[config.mk]
export PLATFORM = sky130hd
export DESIGN_NAME = check_node_minfind
export DESIGN_NICKNAME = d
export VERILOG_FILES = /design/src/rtl/check_node_minfind_pkg.sv /design/src/rtl/check_node_minfind_cmp2.sv /design/src/rtl/check_node_minfind.sv
export SDC_FILE = /design/constraint.sdc
export NUM_CORES = 1
export LEC_CHECK = 0
export ABC_AREA = 1
export CAP_MARGIN = 20
export CORE_MARGIN = 10
export CORE_UTILIZATION = 40
export CTS_BUF_LIST = sky130_fd_sc_hd__clkbuf_16
export CTS_CLUSTER_SIZE = 20
export DETAILED_ROUTE_END_ITERATION = 10
export GPL_TIMING_DRIVEN = 0
export HOLD_SLACK_MARGIN = 0.05
export PLACE_DENSITY_LB_ADDON = 0.3
export SYNTH_ARGS = -nofsm -noshare
export SYNTH_HDL_FRONTEND = slang
export SYNTH_SLANG_ARGS = --single-unit
[constraint.sdc]
create_clock -name clk -period 3.7 [get_ports clk]
set_input_delay 0.74 -clock clk [delete_from_list [all_inputs] [get_ports clk]]
set_output_delay 0.74 -clock clk [all_outputs]
set_load 0.01 [all_outputs]
[src/rtl/check_node_minfind_pkg.sv]
// check_node_minfind_pkg: shared widths, offset default and FSM encoding for the check-node min-finder.
package check_node_minfind_pkg;
   localparam int INI_BW = 6;
   localparam int EX_BW = 2;
   localparam int OFFSET_DEF = 1;
   typedef enum logic [1:0] {S_IDLE, S_ACCUM, S_DONE} state_t;
endpackage

[src/rtl/check_node_minfind_cmp2.sv]
// check_node_minfind_cmp2: one-beat min1/min2/index update; ties with min1 fall to min2 so the earliest index is kept.
module check_node_minfind_cmp2 #(
   parameter int MAG_W = 8,
   parameter int IDX_W = 5
) (
   input  logic [MAG_W-1:0] mag,
   input  logic [MAG_W-1:0] min1,
   input  logic [MAG_W-1:0] min2,
   input  logic [IDX_W-1:0] idx,
   input  logic [IDX_W-1:0] pos,
   output logic [MAG_W-1:0] min1_n,
   output logic [MAG_W-1:0] min2_n,
   output logic [IDX_W-1:0] idx_n
);
   always_comb begin
      min1_n = (mag < min1) ? mag : min1;
      min2_n = (mag < min1) ? min1 : (mag < min2) ? mag : min2;
      idx_n = (mag < min1) ? pos : idx;
   end
endmodule

[src/rtl/check_node_minfind.sv]
// check_node_minfind: streaming offset-min-sum check-node row reducer (two minima, argmin, signs, degree).
module check_node_minfind
   import check_node_minfind_pkg::*;
#(
   parameter int MAG_W = INI_BW + EX_BW,
   parameter int DEG_MAX = 32,
   parameter int IDX_W = 5,
   parameter int OFFSET = OFFSET_DEF
) (
   input  logic               clk,
   input  logic               rst_n,
   input  logic               in_valid,
   input  logic               in_first,
   input  logic               in_last,
   input  logic               sign_in,
   input  logic [MAG_W-1:0]   mag_in,
   output logic               out_valid,
   output logic [MAG_W-1:0]   min1_out,
   output logic [MAG_W-1:0]   min2_out,
   output logic [IDX_W-1:0]   min1_idx,
   output logic               sign_prod,
   output logic [DEG_MAX-1:0] sign_vec,
   output logic [IDX_W:0]     deg_out,
   output logic               ovf_err
);
   localparam logic [IDX_W:0] DEG_L = (IDX_W+1)'(DEG_MAX);
   state_t state, nxt_state;
   logic [MAG_W-1:0] min1, min2, nxt_min1, nxt_min2, c_min1, c_min2;
   logic [IDX_W-1:0] idx, nxt_idx, c_idx;
   logic [IDX_W:0] count, nxt_count;
   logic [DEG_MAX-1:0] vec, nxt_vec;
   logic sign_acc, nxt_sign, ovf, nxt_ovf, start, more, accept;

   function automatic logic [MAG_W-1:0] sub_off(input logic [MAG_W-1:0] m);
      logic [MAG_W:0] e;
      e = {1'b0, m};
      return (e > (MAG_W+1)'(OFFSET)) ? MAG_W'(e - (MAG_W+1)'(OFFSET)) : '0;
   endfunction

   // in_first restarts a row from any state, including DONE for back-to-back rows
   assign start = in_valid & in_first;
   assign more = in_valid & ~in_first & (state == S_ACCUM);
   assign accept = more & (count < DEG_L);

   check_node_minfind_cmp2 #(.MAG_W(MAG_W), .IDX_W(IDX_W)) u_cmp (
      .mag(mag_in),
      .min1(min1),
      .min2(min2),
      .idx(idx),
      .pos(count[IDX_W-1:0]),
      .min1_n(c_min1),
      .min2_n(c_min2),
      .idx_n(c_idx)
   );

   always_ff @(posedge clk or negedge rst_n)
      if (!rst_n) state <= S_IDLE;
      else state <= nxt_state;

   always_comb
      nxt_state = start ? (in_last ? S_DONE : S_ACCUM) :
                  (state == S_ACCUM) ? ((in_valid & in_last) ? S_DONE : S_ACCUM) : S_IDLE;

   always_comb out_valid = (state == S_DONE);

   // beats past DEG_MAX are dropped from the accumulators but flag overflow
   always_comb begin
      nxt_min1 = start ? mag_in : accept ? c_min1 : min1;
      nxt_min2 = start ? '1 : accept ? c_min2 : min2;
      nxt_idx = start ? '0 : accept ? c_idx : idx;
      nxt_sign = start ? sign_in : sign_acc ^ (accept & sign_in);
      nxt_vec = start ? DEG_MAX'(sign_in) : vec | (DEG_MAX'(accept & sign_in) << count);
      nxt_count = start ? (IDX_W+1)'(1) : count + (IDX_W+1)'(accept);
      nxt_ovf = ~start & (ovf | (more & ~accept));
   end

   always_ff @(posedge clk or negedge rst_n)
      if (!rst_n) begin
         min1 <= '0;
         min2 <= '0;
         idx <= '0;
         sign_acc <= 1'b0;
         vec <= '0;
         count <= '0;
         ovf <= 1'b0;
      end else begin
         min1 <= nxt_min1;
         min2 <= nxt_min2;
         idx <= nxt_idx;
         sign_acc <= nxt_sign;
         vec <= nxt_vec;
         count <= nxt_count;
         ovf <= nxt_ovf;
      end

   always_ff @(posedge clk or negedge rst_n)
      if (!rst_n) begin
         min1_out <= '0;
         min2_out <= '0;
         min1_idx <= '0;
         sign_prod <= 1'b0;
         sign_vec <= '0;
         deg_out <= '0;
         ovf_err <= 1'b0;
      end else if (nxt_state == S_DONE) begin
         min1_out <= sub_off(nxt_min1);
         min2_out <= sub_off(nxt_min2);
         min1_idx <= nxt_idx;
         sign_prod <= nxt_sign;
         sign_vec <= nxt_vec;
         deg_out <= nxt_count;
         ovf_err <= nxt_ovf;
      end
endmodule

# ---- Word-level counts from Yosys, hierarchy flattened
# Cells that the tools add are included.
dict set report word_totals {
  mem_bits_ro 0
  memories 0
  reg_bits 124
  input_bits 14
  output_inout_bits 62
  latchBits 0
  elab_cells 61
  ramBits 0
}
dict set report classes {
  n_bitwise 15
  multipliers 0
  reduce_logical 0
  eq_ne 3
  addsub 3
  n_div 0
  muxes 19
  shift 1
  magnitude_cmp 5
}
# cell n
set ops {}
lappend ops {{$mux 8} 9}
lappend ops {{$mux 32} 1}
lappend ops {{$or 32x32->32} 1}
lappend ops {{$shl 1x6->32} 1}
lappend ops {{$gt 8x1->1 const B} 2}
lappend ops {{$lt 8x8->1} 2}
lappend ops {{$sub 8x1->8 const B} 2}
lappend ops {{$mux 5} 3}
lappend ops {{$and 1x1->1} 9}
lappend ops {{$mux 2} 4}
lappend ops {{$add 6x1->6} 1}
lappend ops {{$lt 6x6->1 const B} 1}
lappend ops {{$mux 6} 1}
lappend ops {{$eq 2x2->1 const B} 2}
lappend ops {{$not 1->1} 3}
lappend ops {{$eq 2x1->1 const B} 1}
lappend ops {{$mux 1} 1}
lappend ops {{$or 1x1->1} 1}
lappend ops {{$xor 1x1->1} 1}

# ---- Depth between registers and ports, before layout
dict set report depth {
  ltp_word 8
  ltp_mapped 22
  depth_no_buf 21
}

# ---- Hierarchy
# Synthesis repeated with hierarchy kept, for this count alone.
dict set report unflattened {
  hier_cells 847
  hier_area_um2 6481.2
}
# module area_each_um2 cells_each seq_area_each_um2 instances
set by_module_without_submodules {}
lappend by_module_without_submodules {check_node_minfind 5738.0 701 3103.0 1}
lappend by_module_without_submodules {check_node_minfind_cmp2 743.2 146 0.0 1}

# ---- Worst setup path after synthesis
# OpenSTA, ideal clock, no wires.
dict set report synth_timing {
  kind {input -> register}
  from {in mag_in[7]}
  to {reg min2_out[5]}
  path_slack_ns 0.606
  arrival_time_ns 3.028
  required_time_ns 3.634
  stages 18
  setup_time_ns 0.066
  path_buffers 2
  path_cell_list {ha_1 nand2_1 inv_1 nor2_1 o21a_1 buf_2 nand2_2 buf_4 or2_2 nand3_1 nand2_1 ha_1 or2_2 nand3_1 nor2_1 nor2_1 nand3_1 nand2_1}
}
dict set report synth_via {
  elab_chain_len 7
  word_cells_on_any_way 9
  cone_classes {1 x add/sub; 3 x order compare; 5 x mux}
}
# element line
set synth_rtl {}
lappend synth_rtl {{start, declared} check_node_minfind.sv:16} ;# input logic [MAG_W-1:0] mag_in,
lappend synth_rtl {{$lt 8x8->1} check_node_minfind_cmp2.sv:17} ;# min2_n = (mag < min1) ? min1 : (mag < min2) ? mag : min2;
lappend synth_rtl {{$mux 8} check_node_minfind_cmp2.sv:17}
lappend synth_rtl {{$mux 8 (*)} check_node_minfind_cmp2.sv:17}
lappend synth_rtl {{$mux 8 (*) (2 in a row)} check_node_minfind.sv:69} ;# nxt_min2 = start ? '1 : accept ? c_min2 : min2;
lappend synth_rtl {{named net nxt_min2[0]} check_node_minfind.sv:28} ;# logic [MAG_W-1:0] min1, min2, nxt_min1, nxt_min2, c_min1, c_min2;
lappend synth_rtl {{$sub 8x1->8 or $gt 8x1->1 (tied branches)} check_node_minfind.sv:37} ;# return (e > (MAG_W+1)'(OFFSET)) ? MAG_W'(e - (MAG_W+1)'(OFFSET)) : '0;
lappend synth_rtl {{$mux 8 (*)} check_node_minfind.sv:37}
lappend synth_rtl {{end signal, assigned} check_node_minfind.sv:107} ;# min2_out <= sub_off(nxt_min2);
lappend synth_rtl {{end, declared} check_node_minfind.sv:19} ;# output logic [MAG_W-1:0] min2_out,
# The timed path passes the listed nets; every way through them passes the cells marked *.
# A chain may end at the register's enable or synchronous reset.

# ---- Final worst setup path
dict set report layout_timing {
  from {in mag_in[1]}
  to {reg min2_out[5]}
}
# Same word-level chain as after synthesis.

==> results.sh <==
export IMPL_p_int_mw=2.61
export IMPL_synth_edf_count=0
export IMPL_relSlewSlack_pct=60.9
export IMPL_clock_path_buffers=2
export IMPL_overflow=0
export IMPL_grt_util_met2_pct=24.2
export IMPL_grt_pass1_wl_um=25300
export IMPL_setup_violations=0
export IMPL_core_area_um2=14600
export IMPL_cts_sinks=124
export IMPL_outcome="completed"
export IMPL_wl_um=15200
export IMPL_p_seq_share_pct=41.3
export IMPL_rows=44
export IMPL_fin_crit_sh_pct=93.8
export IMPL_vias_per_cell=4.85
export IMPL_power_density_nw_per_um2=491
export IMPL_syn2layout_area_growth_pct=25.9
export IMPL_layout_commonest_cell="nand2_1"
export IMPL_final_nets=878
export IMPL_drive_gt1_share_pct=8.75
export IMPL_rrSetupSlack_ns=0.57
export IMPL_clock_skew_ns=0.0122
export IMPL_grt_max_degree=72
export IMPL_die_area_um2=20400
export IMPL_synthCells=750
export IMPL_finalCriticalPeriod_ns=3.47
export IMPL_final_cell_mix="nand2_1 (270), dfrtp_1 (124), inv_1 (84)"
export IMPL_die_y_um=143
export IMPL_postLayoutCoreUtil_pct=51.8
export IMPL_grt_busiest_layer="met2"
export IMPL_hpwl_um=11100
export IMPL_htreeDepth=4
export IMPL_setup_worst_path_start_class="input port"
export IMPL_cap_violations=0
export IMPL_grtUsageMet3_pct=4.48
export IMPL_drcViolationCount=0
export IMPL_fin_hold_ws_ns=0.279
export IMPL_gp_congestion=0.887
export IMPL_pwr_share_clk_pct=40.4
export IMPL_ys_ff_latch=124
export IMPL_yosys_warnings=0
export IMPL_syn_avg_cell_area_um2=8.03
export IMPL_required_ns=4.05
export IMPL_combPwrFrac_pct=18.3
export IMPL_wl_per_cell_um=14.6
export IMPL_grtUsageMet1_pct=20.5
export IMPL_antenna_cells=0
export IMPL_antenna_left=0
export IMPL_async_flop_share_pct=100
export IMPL_maxSlewViolCount=0
export IMPL_hold_path_class="in -> async"
export IMPL_cts_tree="built"
export IMPL_syn_nets=784
export IMPL_timing_hold_violations_final=0
export IMPL_via_count=5051
export IMPL_drtPass1Iterations=4
export IMPL_p_switching_mw=1.11
export IMPL_io_pins=76
export IMPL_ys_seq_area_share_pct=51.5
export IMPL_io_buffers=75
export IMPL_start_util_pct=41.1
export IMPL_insertion_delay_ns=0.42
export IMPL_critPathKind="in -> reg"
export IMPL_ir_drop_mv=0.324
export IMPL_grt_util_all_layers_pct=15.5
export IMPL_antenna_found_initial=0
export IMPL_sw_frac_of_total_pct=29.8
export IMPL_root_buffer="clkbuf_16"
export IMPL_drt_initial_drc_count=511
export IMPL_synth_cell_types=36
export IMPL_die_x_um=143
export IMPL_critical_path_arrival_ns=3.82
export IMPL_cts_buffers=17
export IMPL_grt_pass1_vias=5005
export IMPL_fmax_mhz=288
export IMPL_cp_end_kind="flip-flop"
export IMPL_dominantRegCellSynth="dfrtp_1"
export IMPL_clk_transition_reported_paths_ns=0.06
export IMPL_power_leakage_nw=3.88
export IMPL_rsz0062_at_grt="no"
export IMPL_syn_area_um2=6020
export IMPL_cp_max_fo=10
export IMPL_worst_pin_slew_ns=0.587
[final timing paths]
kind,cells past startpoint,start,end
setup / recovery,19,mag_in[1],min2_out[5]
max in group asynchronous,2,rst_n,sign_vec[16]
setup reg to reg,17,min1[5],min2_out[5]
hold reg to reg,2,min1_out[6],min1_out[6]
hold / removal,1,rst_n,min1_out[3]
min in group clk,2,min1_out[6],min1_out[6]
[routing by layer]
| metal | up-vias | share of wire [%] | routed length, um |
|---|---|---|---|
| met4 | 0 | 1.0 | 154 |
| met1 | 2382 | 48 | 7260 |
| li1 | 2544 | - | - |
| met2 | 114 | 46 | 7040 |
| met3 | 11 | 5.2 | 785 |
| met5 | - | 0 | 0 |
[synth_stat cells (3+ instances only)]
cell type / n / area [um^2]
o21ai_2: 7 / 61.3
a31oi_1: 4 / 25.0
dfrtp_1: 124 / 3100
nand3_1: 46 / 230
buf_1: 5 / 18.8
xor2_1: 3 / 26.3
o21a_1: 3 / 22.5
ha_1: 20 / 250
nor4_1: 3 / 18.8
nor2_1: 44 / 165
nand2_2: 5 / 31.3
o21ai_0: 13 / 65.1
nor3_1: 4 / 20.0
inv_2: 8 / 30.0
clkbuf_1: 18 / 67.6
nand4_1: 6 / 37.5
o21ai_1: 9 / 45.0
nand2_4: 3 / 33.8
or2_2: 4 / 25.0
inv_1: 84 / 315
nand2_1: 270 / 1010
a21oi_1: 48 / 240
[power by group through the flow]
stage / combinational [mW] / clock (mW) / sequential (mW)
6_report: 0.682 / 1.51 / 1.54
2_1_floorplan: 0.372 / 0 / 1.58
3_3_place_gp: 0.675 / 0 / 1.56
5_1_grt: 0.774 / 1.60 / 1.55
3_5_place_dp: 0.685 / 0 / 1.56
4_1_cts: 0.691 / 1.53 / 1.54
[state kept, by name, summed over array words and instances, names as in the netlist]
register,cells
sign_prod,1
min1,8
deg_out,6
idx,5
ovf,1
min2_out,8
ovf_err,1
vec,32
sign_acc,1
min1_out,8
state,2
sign_vec,32
count,6
min2,8
min1_idx,5
[through the flow]
stage	area, um^2	TNS (ns)	total power, mW	setup slack, ns	cells
after floorplan	6020	0	1.95	0.606	750
after global placement	7010	-380.33	2.24	-3.05	1009
after detailed placement	7030	-3.37	2.25	-0.368	1010
after CTS	7570	0	3.76	0.0586	1042
after global routing	7580	0	3.92	0.00648	1041
final	7580	0	3.73	0.229	1041
[timing repair]
action | 4_1_cts | 5_1_grt
setup buffers | 0 | 0
resized for setup | 0 | 7
endpoints found under the setup margin | 0 | 13
hold buffers | 0 | 0
[final cells by class]
type | count | area [um^2]
Buffer | 27 | 126
Clock buffer | 17 | 425
Clock inverter | 15 | 115
Fill cell | 1383 | 7060
Inverter | 93 | 350
Multi-Input combinational cell | 505 | 2440
Sequential cell | 124 | 3100
Tap cell | 184 | 230
Timing Repair Buffer | 76 | 790
[cell families after synthesis]
logic type / after synthesis / share of synthesized area, %
buffers and inverters: 121 / 7.91
AOI/OAI and AO/OA: 88 / 8.31
and+or+nand+nor: 393 / 27.5
DFF: 124 / 51.5
xor gates and xnor gates: 4 / 0.582
adders and majority gates: 20 / 4.15
[critical path, cell delays in order]
cell and delay [ns]:
clkdlybuf4s50_1 0.58, ha_1 0.27, nand2_1 0.06, nand2_1 0.06
nand2_1 0.05, nand2_1 0.07, nand2_4 0.14, nand2_2 0.08
buf_4 0.18, or2_2 0.27, nand3_1 0.08, nand2_1 0.11
ha_1 0.22, or2_2 0.28, nand3_1 0.12, nor2_1 0.06
nor2_1 0.17, nand3_1 0.16, nand2_1 0.11
No activity file was read; power rests on OpenSTA's default activity.
